File: src/rtl/myo_spi_frame_master.sv
// SPI mode-1 frame engine for one myocontrol channel: fetches FRAME_WORDS words from the
// command RAM, shifts each out MSB first on the selected board and returns every received word.
module myo_spi_frame_master #(
    parameter int CLK_DIV     = 25,
    parameter int WORD_BITS   = 16,
    parameter int FRAME_WORDS = 12,
    parameter int NUM_SLAVES  = 8,
    localparam int SEL_W = (NUM_SLAVES > 1) ? $clog2(NUM_SLAVES) : 1,
    localparam int IDX_W = (FRAME_WORDS > 1) ? $clog2(FRAME_WORDS) : 1
) (
    input  logic                  clk,
    input  logic                  reset,
    input  logic                  start,
    input  logic                  abort,
    input  logic [SEL_W-1:0]      slave_sel,
    output logic                  busy,
    output logic                  done,
    output logic                  sel_err,
    output logic                  tx_rd,
    output logic [IDX_W-1:0]      word_idx,
    input  logic [WORD_BITS-1:0]  tx_data,
    output logic [WORD_BITS-1:0]  rx_data,
    output logic                  rx_valid,
    output logic                  sck,
    output logic                  mosi,
    input  logic                  miso,
    output logic [NUM_SLAVES-1:0] ss_n
);

    localparam int CNT_W = $clog2(CLK_DIV);
    localparam int BIT_W = $clog2(WORD_BITS);
    localparam logic [CNT_W-1:0] CNT_MAX  = CNT_W'(CLK_DIV - 1);
    localparam logic [BIT_W-1:0] BIT_LAST = BIT_W'(WORD_BITS - 1);
    localparam logic [IDX_W-1:0] IDX_LAST = IDX_W'(FRAME_WORDS - 1);
    localparam logic [SEL_W:0]   NS_VAL   = (SEL_W + 1)'(NUM_SLAVES);

    typedef enum logic [2:0] {
        S_IDLE, S_LOAD, S_FETCH, S_SHIFT, S_GAP, S_TAIL
    } state_t;

    state_t                 state_q, state_d;
    logic [CNT_W-1:0]       cnt_q, cnt_d;
    logic [BIT_W-1:0]       bit_cnt_q, bit_cnt_d;
    logic [WORD_BITS-1:0]   tx_sh_q, tx_sh_d;
    logic [WORD_BITS-2:0]   rx_sh_q, rx_sh_d;
    logic [IDX_W-1:0]       word_idx_q, word_idx_d;
    logic [WORD_BITS-1:0]   rx_data_q, rx_data_d;
    logic                   rx_valid_q, rx_valid_d;
    logic                   tx_rd_q, tx_rd_d;
    logic                   busy_q, busy_d;
    logic                   done_q, done_d;
    logic                   sel_err_q, sel_err_d;
    logic                   sck_q, sck_d;
    logic                   mosi_q, mosi_d;
    logic [NUM_SLAVES-1:0]  ss_n_q, ss_n_d;
    logic                   sel_ok;

    assign sel_ok = ({1'b0, slave_sel} < NS_VAL);

    always_comb begin
        state_d    = state_q;
        cnt_d      = cnt_q;
        bit_cnt_d  = bit_cnt_q;
        tx_sh_d    = tx_sh_q;
        rx_sh_d    = rx_sh_q;
        word_idx_d = word_idx_q;
        rx_data_d  = rx_data_q;
        rx_valid_d = 1'b0;
        tx_rd_d    = 1'b0;
        busy_d     = busy_q;
        done_d     = 1'b0;
        sel_err_d  = 1'b0;
        sck_d      = sck_q;
        mosi_d     = mosi_q;
        ss_n_d     = ss_n_q;

        case (state_q)
            S_IDLE: begin
                // abort in the same cycle as start suppresses the request entirely
                if (start && !abort) begin
                    if (sel_ok) begin
                        word_idx_d = '0;
                        ss_n_d     = ~(NUM_SLAVES'(1) << slave_sel);
                        busy_d     = 1'b1;
                        tx_rd_d    = 1'b1;
                        state_d    = S_LOAD;
                    end else begin
                        sel_err_d = 1'b1;
                    end
                end
            end
            S_LOAD: state_d = S_FETCH;
            S_FETCH: begin
                tx_sh_d   = tx_data;
                cnt_d     = CNT_MAX;
                bit_cnt_d = '0;
                state_d   = S_SHIFT;
            end
            S_SHIFT: begin
                if (cnt_q == '0) begin
                    cnt_d = CNT_MAX;
                    sck_d = ~sck_q;
                    if (!sck_q) begin
                        mosi_d  = tx_sh_q[WORD_BITS-1];
                        tx_sh_d = tx_sh_q << 1;
                    end else begin
                        rx_sh_d   = (WORD_BITS-1)'({rx_sh_q, miso});
                        bit_cnt_d = bit_cnt_q + 1'b1;
                        if (bit_cnt_q == BIT_LAST) begin
                            rx_data_d  = {rx_sh_q, miso};
                            rx_valid_d = 1'b1;
                            state_d    = S_GAP;
                        end
                    end
                end else begin
                    cnt_d = cnt_q - 1'b1;
                end
            end
            S_GAP: begin
                if (cnt_q == '0) begin
                    if (word_idx_q == IDX_LAST) begin
                        cnt_d   = CNT_MAX;
                        state_d = S_TAIL;
                    end else begin
                        word_idx_d = word_idx_q + 1'b1;
                        tx_rd_d    = 1'b1;
                        state_d    = S_LOAD;
                    end
                end else begin
                    cnt_d = cnt_q - 1'b1;
                end
            end
            S_TAIL: begin
                if (cnt_q == '0) begin
                    ss_n_d  = '1;
                    mosi_d  = 1'b0;
                    busy_d  = 1'b0;
                    done_d  = 1'b1;
                    state_d = S_IDLE;
                end else begin
                    cnt_d = cnt_q - 1'b1;
                end
            end
            default: state_d = S_IDLE;
        endcase

        // abort overrides whatever the active state decided this cycle
        if (abort && state_q != S_IDLE) begin
            state_d    = S_IDLE;
            ss_n_d     = '1;
            sck_d      = 1'b0;
            mosi_d     = 1'b0;
            busy_d     = 1'b0;
            tx_rd_d    = 1'b0;
            rx_valid_d = 1'b0;
            done_d     = 1'b0;
        end
    end

    always_ff @(posedge clk) begin
        if (reset) begin
            state_q    <= S_IDLE;
            cnt_q      <= '0;
            bit_cnt_q  <= '0;
            tx_sh_q    <= '0;
            rx_sh_q    <= '0;
            word_idx_q <= '0;
            rx_data_q  <= '0;
            rx_valid_q <= 1'b0;
            tx_rd_q    <= 1'b0;
            busy_q     <= 1'b0;
            done_q     <= 1'b0;
            sel_err_q  <= 1'b0;
            sck_q      <= 1'b0;
            mosi_q     <= 1'b0;
            ss_n_q     <= '1;
        end else begin
            state_q    <= state_d;
            cnt_q      <= cnt_d;
            bit_cnt_q  <= bit_cnt_d;
            tx_sh_q    <= tx_sh_d;
            rx_sh_q    <= rx_sh_d;
            word_idx_q <= word_idx_d;
            rx_data_q  <= rx_data_d;
            rx_valid_q <= rx_valid_d;
            tx_rd_q    <= tx_rd_d;
            busy_q     <= busy_d;
            done_q     <= done_d;
            sel_err_q  <= sel_err_d;
            sck_q      <= sck_d;
            mosi_q     <= mosi_d;
            ss_n_q     <= ss_n_d;
        end
    end

    assign busy     = busy_q;
    assign done     = done_q;
    assign sel_err  = sel_err_q;
    assign tx_rd    = tx_rd_q;
    assign word_idx = word_idx_q;
    assign rx_data  = rx_data_q;
    assign rx_valid = rx_valid_q;
    assign sck      = sck_q;
    assign mosi     = mosi_q;
    assign ss_n     = ss_n_q;

endmodule

File: config.mk
export PLATFORM = sky130hd
export DESIGN_NAME = myo_spi_frame_master
export DESIGN_NICKNAME = d
export VERILOG_FILES = /design/src/rtl/myo_spi_frame_master.sv
export SDC_FILE = /design/constraint.sdc
export NUM_CORES = 1
export LEC_CHECK = 0
export BUFFER_PORTS_ARGS = -buffer_cell sky130_fd_sc_hd__buf_2
export CAP_MARGIN = 20
export CORE_ASPECT_RATIO = 2
export CORE_MARGIN = 2
export CORE_UTILIZATION = 38
export CTS_CLUSTER_DIAMETER = 30
export DETAILED_ROUTE_END_ITERATION = 16
export PLACE_DENSITY = 0.67
export SETUP_SLACK_MARGIN = 0.02
export SYNTH_ARGS = -nofsm -noshare
export SYNTH_HDL_FRONTEND = slang
export SYNTH_SLANG_ARGS = --single-unit
File: constraint.sdc
create_clock -name clk -period 2.5 [get_ports clk]
set_clock_uncertainty 0.1 [all_clocks]
set_input_delay 0.25 -clock clk [delete_from_list [all_inputs] [get_ports clk]]
set_output_delay 0.25 -clock clk [all_outputs]
set_load 0.1 [all_outputs]
==> results.md <==
- By area the synthesized netlist is led by sky130_fd_sc_hd__dfxtp_1 47%, sky130_fd_sc_hd__nand2_1 11%, sky130_fd_sc_hd__a21oi_1 6.8%.
- Dividing total power by cell area gives a power density of 1040 mW/mm^2.
- The worst IR drop on VDD is 0.458 mV.
- The share of power burned in combinational logic is 30.5%.
- The number of hold-slack violations in the final timing report is 0.
- For this run, the top clock speed supported by timing is 447 MHz.
- After clock tree synthesis, the repair step resized 0 gates.
- The area used by multi-input combinational logic is 0.00157 sq mm.
- The number of antenna violations at the first check in global routing came to 0.
- The dominant synthesized flop cell is sky130_fd_sc_hd__dfxtp_1.
- The net count of the finished layout is 484.
- The layout has 829 filler cells.
- The biggest area contributor in the post-synthesis netlist is sky130_fd_sc_hd__dfxtp_1.
- The portion of the clock cycle consumed by the worst path in the final layout is 89.4%.
- The power spent charging and discharging nets is 1.43 mW.
- 59 I/O pins were placed.
- The total iterations of the first detailed-routing run is 4.
- The standard cell area after detailed placement is 0.00368 sq mm.
- Counting instances in the post-synthesis netlist gives the leading cell types as 92 x sky130_fd_sc_hd__nand2_1, 77 x sky130_fd_sc_hd__dfxtp_1, 44 x sky130_fd_sc_hd__a21oi_1, 30 x sky130_fd_sc_hd__nor2_1, 22 x sky130_fd_sc_hd__clkbuf_1.
- From left edge to right edge, the die measures 69.5 microns.
- Internal power comes to 2.71 mW.
- Cells with a size suffix above 1 make up 20.4% of the layout.
- The maximum clock path buffer count is 2.
- The gate count of the mapped netlist is 403.
- For this run, the number of Yosys warnings is 0.
- The top-area cell type share of the netlist area is 47.3%.
- The number of core rows is 47.
- In this run the number of H-tree levels came out at 3.
- After clock tree synthesis, the clock-pin slew on the worst setup and hold paths is 60 ps.
- In the final routed layout, each cell accounts on average for 13.5 microns.
- After layout, the minimum clock period comes to 2240 ps.
- The flow ran to the end, and the final reports show no timing, DRC or antenna violations.
- Buffers inserted during clock tree synthesis total 9.
- The finished layout holds 559 standard cells, fillers aside.
- The arrival time of data at the critical path endpoint is 2400 ps.
- The leakage power figure is 1.53 nW.
- The tree is rooted in a sky130_fd_sc_hd__clkbuf_16.
- The detailed router placed 3013 vias in this run.
- The area of the core is 0.00829 sq mm.
- The cell area after layout is 0.00398 sq mm.
- The global-route wire length before repair is 12800 microns.
- The pin count of the biggest net entering global routing is 34.
- For this run, design rule violations remaining after detail routing come to 0.
- The number of global-route vias before repair is 2834.
- The number of routed nets with antenna violations is 0.
- Relative to the synthesized area, the layout overhead comes to 21.9%.
- The count of clock tree sinks is 77.
- The share of synthesized registers carrying an async set or reset is 0%.
- The hold path startpoint is tx_data[0].
- The worst setup path is of the flip-flop to flip-flop kind.
- The critical-path maximum fanout is 6.
- The TritonCTS clock tree is done.
- The count of flip-flops with a built-in enable after synthesis is 0.
- The count of inserted antenna diode cells is 0.
- The routed design has 7570 microns of wire.
- In this run the tightest slew margin relative to its limit is 60.2%.
- The number of maximum-capacitance constraint violations is 0.
- The critical path endpoint category is a flip-flop.
- Buffers placed on the I/O ports in this run total 57.
- The worst endpoint required time is 2660 ps.
- For this configuration, the core starts out at a cell density of 39.3%.
- Setup repair after global routing left no endpoint under its margin.
- In this run switching power makes up 34.5% of total power.
- In this run, post-CTS hold repair placed 0 buffers.
- The critical path starts at cnt_q[0].
- Including well taps, the total number of placed cells is 544.
- The total overflow left after global routing is 0.
- The register cell area after layout is 0.00154 sq mm.
- The kind of path behind the tightest hold check is primary input to flip-flop.
- Setup violations remaining at the end of the flow were counted as 0.
- The mapped cell area is 0.00326 sq mm.
- The sequential fraction of design power is 38.1%.
- The setup TNS after final layout is 0 ps.
- The congestion estimate from routability-driven global placement came to 0.845.
- The actual transition at the worst max-transition pin is 597 ps.
- The relative contribution of the clock network to total power is 31.4%.
- The insertion delay of the later-clocked pin in the worst-skew pair is 330 ps.
- After legalization and detailed placement, the total HPWL measured 5380 microns.
- The global-route usage over all layers is 16.9%.
- The floorplan step defined a die boundary enclosing 0.00938 sq mm.
- After synthesis, the netlist uses 54 different library cells.
- The buffers inserted during post-CTS setup optimization is 0.
- The type of origin of the critical path is a flip-flop.
- The post-synth net total is 430.
- The number of pins with negative max-slew slack in the final report is 0.
- The die boundary height is 135 microns.
- Overall power consumption after layout is estimated at 4.13 mW.
- The mean area per synthesized cell is 8.09 sq um.
- The most numerous cell in the Yosys netlist is sky130_fd_sc_hd__nand2_1.
- The average vias per placed instance is 5.39.
- The number of violations reported at the end of detailed-routing iteration 0 is 190.
- The flip-flop and latch count after synthesis is 77.
- In this run the critical register-to-register path is launched from cnt_q[0].
- Sequential elements use 47.3% of the synthesized area.
## layer usage
layer | GRT usage (%) | vias to the layer above | part of all wire [%]
met5 | 0 | - | 0
met4 | 9.80 | 0 | 3.2
met3 | 3.96 | 16 | 3.7
met2 | 30.1 | 56 | 53
met1 | 17.9 | 1409 | 40
li1 | - | 1532 | -
## placed cells by master, fill, tap and decap left out, types with 3 or more instances in the layout
cell	synthesis	routed
sky130_fd_sc_hd__a21oi_1	44	44
sky130_fd_sc_hd__a22oi_1	3	3
sky130_fd_sc_hd__a311oi_1	16	16
sky130_fd_sc_hd__buf_2	6	57
sky130_fd_sc_hd__buf_4	1	16
sky130_fd_sc_hd__clkbuf_16	0	9
sky130_fd_sc_hd__dfxtp_1	77	77
sky130_fd_sc_hd__ha_1	3	3
sky130_fd_sc_hd__inv_1	9	9
sky130_fd_sc_hd__nand2_1	92	92
sky130_fd_sc_hd__nand2b_1	5	5
sky130_fd_sc_hd__nand3_1	21	21
sky130_fd_sc_hd__nand3b_1	3	3
sky130_fd_sc_hd__nor2_1	30	30
sky130_fd_sc_hd__o21ai_0	8	8
sky130_fd_sc_hd__o22ai_1	5	5
sky130_fd_sc_hd__o31ai_1	3	3
sky130_fd_sc_hd__o32ai_1	5	5
sky130_fd_sc_hd__or4_1	3	3
## kinds of logic after synthesis
logic type / count (synthesis) / share of synthesized area, %
flip-flops: 77 / 47.3
other: 1 / 0.115
AND/OR/NAND/NOR: 175 / 24.3
adder cells (fa/ha/maj): 3 / 1.15
XOR/XNOR: 2 / 0.537
multiplexers: 1 / 0.307
AO/OA/AOI/OAI: 105 / 21.5
buffers and inverters: 39 / 4.87
## power groups by stage
stage / Combinational, mW / Sequential (mW) / Clock (mW)
6_report: 1.26 / 1.57 / 1.30
5_1_grt: 1.38 / 1.60 / 1.37
4_1_cts: 1.26 / 1.57 / 1.33
3_5_place_dp: 1.26 / 1.59 / 0
3_3_place_gp: 1.22 / 1.59 / 0
2_1_floorplan: 0.857 / 1.65 / 0
## worst max-delay path, stage by stage (launching register included)
cell,delay [ps]
sky130_fd_sc_hd__dfxtp_1,310
sky130_fd_sc_hd__inv_1,90
sky130_fd_sc_hd__ha_1,220
sky130_fd_sc_hd__nor4b_2,470
sky130_fd_sc_hd__buf_4,240
sky130_fd_sc_hd__nor2_1,90
sky130_fd_sc_hd__or4_1,480
sky130_fd_sc_hd__a21boi_0,170
## worst paths after layout
kind	cells after the start	to	slack, ps
setup / recovery	7	word_idx[3]	260
hold / removal	3	tx_sh_q[0]	70
setup reg to reg	7	word_idx[3]	260
hold reg to reg	2	rx_data[14]	350
## per-stage QoR
| stage | utilization [%] | worst slack [ps] | hold slack, ps |
|---|---|---|---|
| after global routing | 48.0 | 48.5 | 69.0 |
| final | 48.0 | 265 | 66.8 |
| after detailed placement | 44.3 | 283 | 345 |
| after CTS | 48.0 | 256 | 57.7 |
| after floorplan | - | 112 | 286 |
| after global placement | 44.3 | 354 | 341 |
## registers in the layout, indices dropped and copies added (netlist names)
| register | cells |
|---|---|
| sck | 1 |
| state_q | 3 |
| busy | 1 |
| cnt_q | 5 |
| bit_cnt_q | 4 |
| ss_n | 8 |
| word_idx | 4 |
| rx_sh_q | 15 |
| tx_sh_q | 16 |
| rx_data | 16 |
| rx_valid | 1 |
| tx_rd | 1 |
| done | 1 |
| mosi | 1 |
## final cells by class
class / instances / share of cell area, %
sequential: 77 / 38.8
timing repair buffer: 73 / 10.2
inverter: 9 / 0.850
clock buffer: 11 / 6.36
clock inverter: 4 / 1.20
multi-input combinational: 287 / 39.6
tap: 98 / 3.08
Power figures use the tool's default switching activity.
